===== src/rtl/cache_arbiter_pkg.sv =====
// Shared types for the I/D cache to physical-memory arbiter.
// Default widths match the cache datapaths that sit on either side.
package cache_arbiter_types;

  localparam int ADDR_W_DFLT = 32;
  localparam int LINE_W_DFLT = 256;

  typedef enum logic [1:0] {
    S_IDLE    = 2'd0,
    S_SERVE_I = 2'd1,
    S_SERVE_D = 2'd2
  } arb_state_t;

  typedef enum logic {
    GRANT_I = 1'b0,
    GRANT_D = 1'b1
  } grant_t;

endpackage


===== src/rtl/cache_arbiter_mux.sv =====
// Combinational steering of the memory port and completion routing
// for whichever cache currently holds the grant.
module cache_arbiter_mux
  import cache_arbiter_types::*;
#(
  parameter int ADDR_W = ADDR_W_DFLT,
  parameter int LINE_W = LINE_W_DFLT
) (
  input  logic              active,
  input  grant_t            grant,
  input  logic [ADDR_W-1:0] i_pmem_address,
  input  logic              d_pmem_read,
  input  logic              d_pmem_write,
  input  logic [ADDR_W-1:0] d_pmem_address,
  input  logic [LINE_W-1:0] d_pmem_wdata,
  input  logic              pmem_resp,
  output logic              pmem_read,
  output logic              pmem_write,
  output logic [ADDR_W-1:0] pmem_address,
  output logic [LINE_W-1:0] pmem_wdata,
  output logic              i_pmem_resp,
  output logic              d_pmem_resp
);

  always_comb begin
    pmem_read    = 1'b0;
    pmem_write   = 1'b0;
    pmem_address = '0;
    pmem_wdata   = '0;
    i_pmem_resp  = 1'b0;
    d_pmem_resp  = 1'b0;
    if (active) begin
      case (grant)
        GRANT_I: begin
          pmem_read    = 1'b1;
          pmem_address = i_pmem_address;
          i_pmem_resp  = pmem_resp;
        end
        GRANT_D: begin
          // A simultaneous read+write is illegal; the writeback takes priority.
          pmem_read    = d_pmem_read & ~d_pmem_write;
          pmem_write   = d_pmem_write;
          pmem_address = d_pmem_address;
          pmem_wdata   = d_pmem_wdata;
          d_pmem_resp  = pmem_resp;
        end
        default: ;
      endcase
    end
  end

endmodule


===== src/rtl/cache_arbiter.sv =====
// Round-robin arbiter sharing one physical memory between the I-cache and
// D-cache; a grant is held from the first strobe until the memory responds.
module cache_arbiter
  import cache_arbiter_types::*;
#(
  parameter int ADDR_W = ADDR_W_DFLT,
  parameter int LINE_W = LINE_W_DFLT
) (
  input  logic              clk,
  input  logic              rst_n,
  input  logic              i_pmem_read,
  input  logic [ADDR_W-1:0] i_pmem_address,
  output logic [LINE_W-1:0] i_pmem_rdata,
  output logic              i_pmem_resp,
  input  logic              d_pmem_read,
  input  logic              d_pmem_write,
  input  logic [ADDR_W-1:0] d_pmem_address,
  input  logic [LINE_W-1:0] d_pmem_wdata,
  output logic [LINE_W-1:0] d_pmem_rdata,
  output logic              d_pmem_resp,
  output logic              pmem_read,
  output logic              pmem_write,
  output logic [ADDR_W-1:0] pmem_address,
  output logic [LINE_W-1:0] pmem_wdata,
  input  logic [LINE_W-1:0] pmem_rdata,
  input  logic              pmem_resp
);

  arb_state_t state, next_state;
  grant_t     last_grant;
  logic       grant_active;
  grant_t     grant_sel;
  logic       i_req, d_req;

  assign i_req = i_pmem_read;
  assign d_req = d_pmem_read | d_pmem_write;

  // Returned lines go to both caches; only the routed resp qualifies them.
  assign i_pmem_rdata = pmem_rdata;
  assign d_pmem_rdata = pmem_rdata;

  always_ff @(posedge clk or negedge rst_n) begin
    if (!rst_n) begin
      state      <= S_IDLE;
      last_grant <= GRANT_D;
    end else begin
      state <= next_state;
      if (pmem_resp && state == S_SERVE_I) last_grant <= GRANT_I;
      if (pmem_resp && state == S_SERVE_D) last_grant <= GRANT_D;
    end
  end

  always_comb begin
    next_state = state;
    case (state)
      S_IDLE: begin
        if (i_req && d_req)
          next_state = (last_grant == GRANT_D) ? S_SERVE_I : S_SERVE_D;
        else if (i_req)
          next_state = S_SERVE_I;
        else if (d_req)
          next_state = S_SERVE_D;
      end
      S_SERVE_I: if (pmem_resp) next_state = S_IDLE;
      S_SERVE_D: if (pmem_resp) next_state = S_IDLE;
      default:   next_state = S_IDLE;
    endcase
  end

  always_comb begin
    grant_active = (state == S_SERVE_I) || (state == S_SERVE_D);
    grant_sel    = (state == S_SERVE_D) ? GRANT_D : GRANT_I;
  end

  cache_arbiter_mux #(
    .ADDR_W (ADDR_W),
    .LINE_W (LINE_W)
  ) u_mux (
    .active         (grant_active),
    .grant          (grant_sel),
    .i_pmem_address (i_pmem_address),
    .d_pmem_read    (d_pmem_read),
    .d_pmem_write   (d_pmem_write),
    .d_pmem_address (d_pmem_address),
    .d_pmem_wdata   (d_pmem_wdata),
    .pmem_resp      (pmem_resp),
    .pmem_read      (pmem_read),
    .pmem_write     (pmem_write),
    .pmem_address   (pmem_address),
    .pmem_wdata     (pmem_wdata),
    .i_pmem_resp    (i_pmem_resp),
    .d_pmem_resp    (d_pmem_resp)
  );

  // A cache must hold its request for the whole grant.
  a_i_held: assert property (@(posedge clk) disable iff (!rst_n)
    (state == S_SERVE_I) |-> i_req);
  a_d_held: assert property (@(posedge clk) disable iff (!rst_n)
    (state == S_SERVE_D) |-> d_req);
  a_d_rw_excl: assert property (@(posedge clk) disable iff (!rst_n)
    !(d_pmem_read && d_pmem_write));

endmodule


===== config.mk =====
export PLATFORM = sky130hd
export DESIGN_NAME = cache_arbiter
export DESIGN_NICKNAME = d
export VERILOG_FILES = /design/src/rtl/cache_arbiter_pkg.sv /design/src/rtl/cache_arbiter_mux.sv /design/src/rtl/cache_arbiter.sv
export SDC_FILE = /design/constraint.sdc
export NUM_CORES = 1
export LEC_CHECK = 0
export CAP_MARGIN = 20
export CORE_AREA = 2 2 539 541
export DETAILED_ROUTE_END_ITERATION = 10
export DIE_AREA = 0 0 541 543
export PLACE_DENSITY = 0.3
export SYNTH_ARGS = -nofsm -noshare
export SYNTH_HDL_FRONTEND = slang
export SYNTH_SLANG_ARGS = --single-unit

===== constraint.sdc =====
create_clock -name clk -period 3.5 [get_ports clk]
set_input_delay 0.35 -clock clk [delete_from_list [all_inputs] [get_ports clk]]
set_output_delay 0.35 -clock clk [all_outputs]
set_load 0.01 [all_outputs]

Yosys cells after proc, flatten, opt, wreduce, memory -nomap -nowiden

Index checks and enable logic that the tools add are counted.

Bits in registers: 3
Word-level logic and storage cells: 39

Eq/ne operators: 4
Multiplexer cells: 21
Bitwise logic cells: 4
Reductions and logical operators: 8

Operator list:

| operator             | number |
|---|---|
| $mux W256            | 2 |
| $pmux W32 S2         | 1 |
| $mux W32             | 1 |
| $mux W1              | 10 |
| $mux W2              | 5 |
| $ne A4 B4 Y1 const B | 1 |
| $pmux W2 S2          | 1 |
| $logic_and A1 B1 Y1  | 3 |
| $eq A2 B1 Y1 const B | 1 |
| $eq A2 B2 Y1 const B | 1 |
| $logic_not A2 Y1     | 1 |
| $ne A2 B1 Y1 const B | 1 |
| $not A1 Y1           | 2 |
| $pmux W1 S2          | 1 |
| $reduce_and A2 Y1    | 1 |
| $reduce_bool A2 Y1   | 1 |
| $reduce_or A2 Y1     | 1 |
| $and A1 B1 Y1        | 1 |
| $logic_or A1 B1 Y1   | 1 |
| $or A1 B1 Y1         | 1 |

Longest topological paths before layout

Gate-level depths: netlist of the first run.

Depth in word-level cells: 5
Mapped depth: 7
Depth with buffers taken out: 5

By module

Synthesis of the first run repeated with hierarchy kept, for this count alone.

Cell total of the unflattened synthesis: 921
Area total of the unflattened synthesis: 6568.8 um^2

By module, submodules not included:

| module            | instances | cells an instance | area an instance (um^2) |
|---|---|---|---|
| cache_arbiter     | 1         | 531               | 4046.4 |
| cache_arbiter_mux | 1         | 390               | 2522.4 |

Worst setup path after synthesis of the first run

OpenSTA, ideal clock, no wires.

Kind: reg2out
From: register state[0]
To: output pmem_wdata[100]
Arrival time: 1.277 ns
Required time: 3.150 ns
Slack: 1.873 ns
Stages on the path, launching flop included: 8
Buffers on the path: 4
Cells stage by stage: dfrtp_1 inv_1 ha_1 buf_6 buf_6 buf_8 buf_6 and2_1

Longest elaborated chain between the ends: 4
Elaborated cells on any way between the ends: 6

Ends and longest elaborated chain:

| what                   | line                                     | text |
|---|---|---|
| start, declared        | cache_arbiter.sv:29                      | `arb_state_t state, next_state;` |
| start signal, assigned | cache_arbiter.sv:47                      | `state <= next_state;` |
| $eq A2 B2 Y1           | cache_arbiter.sv:71, cache_arbiter.sv:72 |  |
| $mux W1                | cache_arbiter.sv:72                      | `grant_sel = (state == S_SERVE_D) ? GRANT_D : GRANT_I;` |
| $mux W256              | cache_arbiter_mux.sv:33                  | `case (grant)` |
| $mux W256 (*)          | cache_arbiter_mux.sv:32                  | `if (active) begin` |
| end, declared          | cache_arbiter.sv:24                      | `output logic [LINE_W-1:0] pmem_wdata,` |

Every way passes the cells marked *; elsewhere a longest branch is shown, timed or not.

Final worst setup path of the first run

From: register state[0]
To: output pmem_wdata[16]

The elaborated chain is that of the path after synthesis.

==> results of run 1 <==
==> kinds of logic after synthesis <==
group / count (synthesis) / synth area share, %
AOI/OAI and AO/OA: 8 / 0.855
adders and majority gates: 3 / 0.583
buffers and inverters: 552 / 63.8
DFF: 3 / 1.19
muxes: 32 / 4.97
and+or+nand+nor: 296 / 28.6
==> cell type report <==
cell class,instances,area [um2],share of cell area (%)
well taps,3781,4730,35.2
flip-flops and latches,3,76.3,0.568
diodes,12,30.0,0.224
clock buffers,4,78.8,0.587
inverters,4,15.0,0.112
multi-input cells,339,2270,16.9
repair buffers,634,6230,46.4
==> stage by stage <==
stage	util, %	area (um2)	total power, mW	hold slack [ps]
after floorplan	-	6440	2.82	54.4
after global placement	4.63	13300	6.84	516
after detailed placement	4.63	13300	6.80	516
after CTS	4.66	13400	7.04	349
after global routing	4.67	13400	7.36	352
final	4.67	13400	6.79	353
==> path summary, 6_finish.rpt <==
| check | from | endpoint | slack (ps) |
|---|---|---|---|
| setup / recovery | state[0] | pmem_wdata[16] | 580 |
| hold / removal | rst_n | state[0] | 350 |
| setup reg to reg | state[1] | state[0] | 1610 |
| hold reg to reg | last_grant | last_grant | 520 |
| max in group asynchronous | rst_n | last_grant | 2900 |
| min in group clk | last_grant | last_grant | 520 |
==> worst max-delay path, delay by kind of cell (launching register included) <==
| kind | cells | cell delay, ps |
|---|---|---|
| buffers and inverters | 4 | 1410 |
| and+or+nand+nor | 1 | 160 |
| adders and majority gates | 1 | 320 |
| DFF | 1 | 380 |
==> state kept, by name, summed over array words and instances (netlist names) <==
name        flops
last_grant      1
state           2
==> layout by cell type (no fill, tap or decap) <==
cell type and instances:
dfrtp_1 2, a32o_1 1, diode_2 12, dfstp_2 1, clkbuf_1 1, o22ai_1 1
and2_1 258, buf_12 2, mux2i_1 32, ha_4 1, nand2_1 3, inv_1 4
clkdlybuf4s50_1 578, a21o_1 1, clkbuf_16 3, a21oi_1 1, ha_1 1, buf_4 54
a21boi_0 1, nor2b_1 32, ha_2 1, nor2_1 2, o21ai_0 2, nand2b_1 1
o2111ai_1 1
==> layer usage <==
layer / up-vias / share of wire [%] / routed length [um]
met5: - / 0.15 / 251
met4: 40 / 3.5 / 5800
met3: 313 / 40 / 66600
met2: 1207 / 41 / 68100
met1: 2524 / 16 / 26800
li1: 2373 / - / -
==> power by group through the flow <==
stage	Clock (mW)	Sequential, mW	Combinational (mW)
3_5_place_dp	0	0.0704	6.73
2_1_floorplan	0	0.0650	2.76
4_1_cts	0.187	0.0708	6.78
3_3_place_gp	0	0.0714	6.77
5_1_grt	0.192	0.0738	7.09
6_report	0.183	0.0709	6.54
==> Yosys cell counts <==
master and instances:
buf_4 516, and2_1 258, mux2i_1 32, nor2b_1 32, clkbuf_1 18, buf_6 12, inv_1 4, ha_1 3
nand2_1 3, dfrtp_1 2, nor2_1 2, o21ai_0 2, a21boi_0 1, a21o_1 1, a21oi_1 1, a32o_1 1
buf_2 1, buf_8 1, dfstp_2 1, nand2b_1 1, o2111ai_1 1, o22ai_1 1
==> run_results.csv, run 1 <==
group,metric,value,unit
hold_path,hold_path_class,"in2async",
clocking,cts_buffers,3,
worst_setup_path,crit_path_end_kind,"primary output",
worst_setup_path,crit_chain,"inv_1, ha_4, buf_12, buf_4, and2_1, clkdlybuf4s50_1",
timing,setup_violations,0,
pwr,irDropWorstVdd,0.321,mV
timing,tns,0,ps
routing,drt_pass1_iterations,4,
routing,wl_per_cell,35.1,um
pwr,swShare,55.7,%
global_route,grt_pass1_vias,6627,
pwr,p_int,3.01,mW
run_status,status,"finished clean",
worst_setup_path,worstPathArrival,2570,ps
global_route,grt_overflow,0,
synth,ys_seq_elements,3,
clocking,htree_levels,1,
clocking,clk_pin_slew,30,ps
clocking,cts_tree,"done",
synth,syn_avg_cell_area,7.20,um2
timing,slew_headroom,51.8,%
die,ios,1386,
pwr,powerDensity,506,nW/um2
placement,gp_congestion,0.826,
cells_and_area,area_growth,109,%
synth,yosys-top-cells-area,"buf_4, and2_1, mux2i_1",
timing,fin_crit,2920,ps
synth,syn_inst,894,
placement,port_buffers,617,
pwr,combPwrFrac,96.3,%
synth,ys_warn_count,0,
clocking,clockRootBuffer,"clkbuf_16",
global_route,met2_usage,15.7,%
routing,viasPerCell,1.35,
global_route,grt_pass1_wl,183000,um
clocking,clock_latency,230,ps
synth,synth_top_area_share,60.2,%
timing,fin_crit_sh,83.3,%
global_route,grt_max_degree,75,
worst_setup_path,critPathLaunchType,"flip-flop",
synth,synthDistinctLibCells,22,
synth,synth_area,6440,um2
worst_setup_path,crit_type,"reg2out",
timing,tightest_slew,722,ps
routing,wl,167000,um
worst_setup_path,slowest_delay,700,ps
placement,hpwl,162000,um
timing,slew_viol_final,0,
die,dieArea,294000,um2
global_route,antenna_found_initial,93,
clocking,cts_resized,0,
routing,routed-via-count,6457,
die,rows,197,
placement,dp.cells,4761,
clocking,hold_buffers,0,
routing,ant_nets,0,
worst_setup_path,cp.required,3150,ps
placement,dp_slack,716,ps
die,initial_core_util,2.24,%
cells_and_area,drive_gt1_share,6.30,%
worst_setup_path,cp_max_fo,74,
routing,drc,0,
global_route,grtUsageMet1,5.11,%
clocking,cts_setup_buffers,0,
pwr,clock_power_share,2.7,%
pwr,p_leak,3.52,nW
synth,ys_seq_area_share,1.19,%
cells_and_area,layout.nets,1570,
worst_setup_path,reg2reg_depth,5,
timing,hold_viol_final,0,
cells_and_area,stdcell_count,4777,
routing,drtIter0Drc,286,
timing,clock.fmax,0.343,GHz
clocking,clockBufferDepth,2,
global_route,track_usage,10.9,%
synth,synth_nets,1479,
pwr,seq_power_share,1.0,%
timing,clock_skew,0.238,ps
timing,setup_ws,585,ps
timing,rsz0062_at_grt,"no",
die,fp.dieW,541,um
die,die_h,543,um
job,drv_cap,0,
pwr,power.switching,3.78,mW
cells_and_area,fillCellCount,34100,
synth,yosys.area.top_type,"buf_4",
clocking,cts.sinks,3,
die,coreArea,287000,um2
worst_setup_path,slowest_stage,"clkdlybuf4s50_1",
global_route,grt_most_used_layer,"met3",
global_route,grt_use_met3,20.2,%
(Power assumes the default switching activity.)
==> run 2, diff against run 1 <==
--- a/config.mk
+++ b/config.mk
@@ -6,9 +6,9 @@
 export NUM_CORES = 1
 export LEC_CHECK = 0
 export CAP_MARGIN = 20
-export CORE_AREA = 2 2 539 541
+export CORE_AREA = 2 2 535 537
 export DETAILED_ROUTE_END_ITERATION = 10
-export DIE_AREA = 0 0 541 543
+export DIE_AREA = 0 0 537 539
 export PLACE_DENSITY = 0.3
 export SYNTH_ARGS = -nofsm -noshare
 export SYNTH_HDL_FRONTEND = slang
==> constraint.sdc (replaced) <==
create_clock -name clk -period 2.5 [get_ports clk]
set_input_delay 0.25 -clock clk [delete_from_list [all_inputs] [get_ports clk]]
set_output_delay 0.25 -clock clk [all_outputs]
set_load 0.01 [all_outputs]
==> run 2 against run 1 <==
  * Via count increased by 3.4%
  * Combinational power increased by 79%
  * Total power increased by 78%
  * First-iteration DRC count increased by 26%
  * Die area decreased by 1.5%
  * Sequential power increased by 45%
  * Critical endpoint is now pmem_wdata[89]
  * Clock power increased by 38%
  * Routed wire length increased by 7.2%
  * Hold slack got worse by 120 ps
  * Critical path depth unchanged
  * Final cell count decreased by 0.19%
==> run_results.csv, run 2 (synthesized netlist as in run 1, its figures left out) <==
group,metric,value,unit
run_status,status,"finished clean",
routing,routed-via-count,6679,
clocking,cts.sinks,3,
timing,clock_skew,0.491,ps
cells_and_area,largest_reg_flops,2,
global_route,grt_max_degree,71,
timing,rsz0062_at_grt,"no",
cells_and_area,layout.nets,1568,
worst_setup_path,crit_type,"reg2out",
cells_and_area,area_growth,131,%
worst_setup_path,cp.required,2250,ps
die,die_h,539,um
pwr,irDropWorstVdd,0.547,mV
timing,slew_headroom,72.1,%
cells_and_area,reg.largest.list,"state x2, last_grant x1",
routing,viasPerCell,1.40,
timing,hold_viol_final,0,
routing,ant_nets,0,
clocking,htree_levels,1,
cells_and_area,drive_gt1_share,20.9,%
timing,fin_crit_sh,94.1,%
timing,fin_crit,2350,ps
die,rows,196,
clocking,hold_buffers,0,
placement,port_buffers,617,
cells_and_area,post-route-util,5.24,%
cells_and_area,final_cell_mix,"clkdlybuf4s50_1, and2_1, buf_12",
global_route,track_usage,11.9,%
routing,wl_per_cell,37.7,um
placement,dp_slack,-10.2,ps
worst_setup_path,path_buf_inv,4,
cells_and_area,regMostFlops,"state",
hold_path,hold_path_class,"in2async",
cells_and_area,stdcell_area,14900,um2
cells_and_area,fillCellCount,33600,
cells_and_area,mostFrequentLayoutCell,"clkdlybuf4s50_1",
die,coreArea,284000,um2
placement,gp_congestion,0.979,
die,ios,1386,
pwr,powerDensity,812,nW/um2
timing,setup_ws,148,ps
job,drv_cap,0,
global_route,grt_pass1_wl,195000,um
routing,drt_pass1_iterations,4,
routing,drtIter0Drc,361,
worst_setup_path,crit_path_end_kind,"primary output",
placement,dp.cells,4737,
timing,hold_ws,231,ps
worst_setup_path,slowest_stage,"clkdlybuf4s50_1",
die,initial_core_util,2.27,%
worst_setup_path,crit_chain,"inv_2, ha_4, buf_12, buf_16, and2_1, clkdlybuf4s50_1",
placement,hpwl,173000,um
placement,post_dp_cell_area,14600,um2
clocking,clk_pin_slew,30,ps
cells_and_area,stdcell_count,4768,
timing,tns,0,ps
worst_setup_path,slowest_delay,540,ps
global_route,antenna_found_initial,115,
die,fp.dieW,537,um
timing,clock.fmax,0.425,GHz
die,dieArea,289000,um2
clocking,clockRootBuffer,"clkbuf_16",
timing,slew_viol_final,0,
clocking,cts_tree,"done",
pwr,power.total,12.1,mW
pwr,p_leak,4.21,nW
clocking,cts_buffers,3,
timing,tightest_slew,418,ps
worst_setup_path,cp_max_fo,48,
global_route,grt_pass1_vias,6883,
routing,wl,180000,um
worst_setup_path,path_delay_family,"buffers and inverters",
global_route,grt_overflow,0,
worst_setup_path,critPathLaunchType,"flip-flop",
worst_setup_path,worstPathArrival,2100,ps
timing,setup_violations,0,
clocking,clock_latency,230,ps
clocking,clockBufferDepth,2,
routing,drc,0,
## run 2: power breakdown
group / internal, mW / total, mW / switching, mW / leakage [nW]
registers: 0.0788 / 0.103 / 0.0245 / 0.0362
clock network: 0.210 / 0.253 / 0.0426 / 0.0383
logic: 5.63 / 11.7 / 6.09 / 4.13
total: 5.92 / 12.1 / 6.16 / 4.21
## run 2: final cells by class
| type | count | area (um2) | share of cell area (%) |
|---|---|---|---|
| multi-input combinational | 339 | 2330 | 15.7 |
| sequential | 3 | 76.3 | 0.513 |
| antenna | 24 | 60.1 | 0.404 |
| timing repair buffer | 632 | 7600 | 51.1 |
| inverter | 4 | 15.0 | 0.101 |
| tap | 3762 | 4710 | 31.7 |
| clock buffer | 4 | 78.8 | 0.530 |
## run 2: metal layers
metal	track usage, %	vias to the layer above	wire, um
li1	-	2390	-
met1	5.40	2621	28300
met2	17.6	1236	74000
met3	21.8	384	70500
met4	3.34	48	6530
met5	0	-	306
## run 2: worst paths after layout
check                                          to  slack [ps]  cells after the start       startpoint
worst max-delay path               pmem_wdata[89]         150                      6         state[0]
worst min-delay path                     state[1]         230                      1            rst_n
max in group asynchronous              last_grant        2040                      1            rst_n
worst max register to register           state[0]         630                      6         state[1]
min in group clk                d_pmem_rdata[163]         500                      0  pmem_rdata[163]
worst min register to register         last_grant         530                      1       last_grant
## run 2: repair_timing
action / in CTS / in global routing
cloned: 0 / 1
buffers inserted: 0 / 2
gates resized for setup: 9 / 7
endpoints found under the setup margin: 6 / 46
pin swaps: 0 / 1
## run 2: worst reg2reg max path, delay by kind of cell (launching register included)
family / cells / cell delay [ps]
flops: 1 / 400
buf+inv: 2 / 440
simple gates: 1 / 180
compound gates: 2 / 350
fa+ha+maj: 1 / 400
==> run 3, diff against run 2 <==
==> constraint.sdc (replaced) <==
create_clock -name clk -period 1.9 [get_ports clk]
set_input_delay 0.19 -clock clk [delete_from_list [all_inputs] [get_ports clk]]
set_output_delay 0.19 -clock clk [all_outputs]
set_load 0.01 [all_outputs]
==> run 3 against run 2 <==
  * The flow now finishes with violations (negative setup slack)
  * Worst setup slack lost 390 ps
  * Die area is the same
  * Total power grew 86%
  * Final area grew 18%
  * Clock skew grew 1.9 ps
  * Count of clock-buffer cells in the layout is the same
  * Sequential share of layout area shrank 0.080 points
  * Via count grew 7.0%
  * Utilization grew 0.97 points
  * Register-to-register slack lost 420 ps
  * Combinational power grew 88%
  * Routed wire length grew 2.7%
  * Critical endpoint is now pmem_address[21]
  * Highest routed layer unchanged
==> run_results.csv, run 3 (synthesized netlist as in run 1, its figures left out) <==
group,metric,value,unit
worst_setup_path,rr_startpoint,"state[1]",
cells_and_area,stdcell_count,4884,
pwr,clock_power_share,1.5,%
clocking,clockBufferDepth,2,
die,initial_core_util,2.27,%
global_route,grt_pass1_wl,201000,um
timing,clock.fmax,0.468,GHz
cells_and_area,mostFrequentLayoutCell,"clkdlybuf4s50_1",
pwr,powerDensity,1270,nW/um2
pwr,power.switching,9.65,mW
clocking,clock_latency,230,ps
worst_setup_path,cp.required,1710,ps
global_route,grt_max_degree,21,
timing,setup_violations,199,
clocking,hold_buffers,0,
clocking,cts.sinks,3,
cells_and_area,area_growth,173,%
placement,gp_congestion,0.940,
die,coreArea,284000,um2
routing,routed-via-count,7147,
pwr,seq_power_share,0.6,%
timing,slew_headroom,61.9,%
pwr,combPwrFrac,97.9,%
clocking,cts_tree,"done",
timing,tightest_slew,569,ps
pwr,swShare,43.0,%
die,ios,1386,
clocking,clk_pin_slew,30,ps
placement,port_buffers,617,
routing,viasPerCell,1.46,
cells_and_area,final_cell_mix,"clkdlybuf4s50_1, buf_12, and2_4",
worst_setup_path,cp_max_fo,7,
timing,hold_viol_final,0,
hold_path,hold_path_class,"in2async",
cells_and_area,layout.nets,1671,
timing,setup_ws,-239,ps
run_status,violations,"negative setup slack",
timing,slew_viol_final,0,
cells_and_area,largest_reg_flops,2,
cells_and_area,reg.largest.list,"state x2, last_grant x1",
global_route,grt_overflow,0,
placement,dp.cells,4765,
routing,drt_pass1_iterations,4,
routing,wl,184000,um
routing,drc,0,
global_route,grt_pass1_vias,7511,
pwr,irDropWorstVdd,0.705,mV
worst_setup_path,crit_path_end_kind,"primary output",
cells_and_area,drive_gt1_share,58.2,%
timing,tns,-19420,ps
worst_setup_path,crit_type,"reg2out",
routing,ant_nets,0,
worst_setup_path,worstPathArrival,1950,ps
placement,hpwl,173000,um
timing,hold_ws,160,ps
pwr,p_leak,5.78,nW
worst_setup_path,cp-startpoint,"state[0]",
worst_setup_path,critPathLaunchType,"flip-flop",
timing,rsz0062_at_grt,"yes",
global_route,track_usage,12.2,%
timing,clock_skew,2.38,ps
clocking,cts_buffers,3,
clocking,clockRootBuffer,"clkbuf_16",
die,fp.dieW,537,um
die,die_h,539,um
clocking,htree_levels,1,
pwr,p_int,12.8,mW
job,drv_cap,0,
routing,drtIter0Drc,279,
die,dieArea,289000,um2
die,rows,196,
cells_and_area,regMostFlops,"state",
run_status,status,"complete, but fails checks",
timing,fin_crit_sh,113,%
global_route,antenna_found_initial,112,
routing,wl_per_cell,37.8,um
timing,fin_crit,2140,ps
==> run 3: cell count changes in the layout (fill, tap and decap cells not counted), sizes merged <==
cell and delta:
bufbuf +2, clkdlybuf4s15 +3, clkbuf +12, buf +196, clkdlybuf4s50 -116, diode +13
dlygate4sd2 +6
==> run 3: power by group through the flow <==
stage | sequential [mW] | clock (mW) | combinational, mW
6_report | 0.131 | 0.344 | 22.0
5_1_grt | 0.137 | 0.352 | 23.4
4_1_cts | 0.132 | 0.346 | 21.5
3_5_place_dp | 0.133 | 0 | 16.3
3_3_place_gp | 0.135 | 0 | 16.4
2_1_floorplan | 0.120 | 0 | 5.08
==> run 3: layer usage <==
layer / global-route usage (%) / part of all wire (%) / wire (um) / vias to the layer above
li1: - / - / - / 2624
met1: 5.91 / 17 / 31200 / 2893
met2: 18.1 / 42 / 76600 / 1207
met3: 21.6 / 38 / 69700 / 375
met4: 3.72 / 3.6 / 6680 / 48
met5: 0 / 0.17 / 305 / -
==> run 3: repair_timing <==
item | 4_1_cts | 5_1_grt
gates cloned | 26 | 6
endpoints found under the setup margin | 267 | 271
buffers inserted | 44 | 16
resized for setup | 688 | 171
pin swaps | 67 | 14
hold endpoints to repair | 0 | 0
==> run 3: cell type report <==
cell class              instances  area [um2]
diodes                         37        92.6
well taps                    3762        4710
multi-input cells             339        3060
flip-flops and latches          3        76.3
clock buffers                   4        78.8
inverters                       4        15.0
fillers                     33400      266000
repair buffers                735        9580
==> run 3: worst paths after layout <==
check | to | slack (ps) | cells after the start
worst max-delay path | pmem_address[21] | -240 | 9
worst min-delay path | state[0] | 160 | 1
worst max register to register | state[1] | 210 | 8
worst min register to register | last_grant | 520 | 1
max in group asynchronous | last_grant | 1510 | 1
min in group clk | d_pmem_rdata[163] | 380 | 0
==> run 3: critical path, stage by stage, from the launching register on <==
cell and delay, ps:
dfrtp_1 390, inv_2 90, ha_4 150, buf_12 150, buf_16 150, buf_12 130, mux2i_4 300, buf_6 160
nor2b_4 40, buf_12 130
==> run 3: stage by stage <==
stage	power (mW)	setup slack, ps	cell area (um2)	utilization [%]
after floorplan	5.20	433	6440	-
after CTS	22.0	-260	17000	6.00
final	22.4	-239	17600	6.20
after detailed placement	16.5	-343	15200	5.36
after global routing	23.9	-295	17600	6.18
after global placement	16.6	-370	15200	5.36
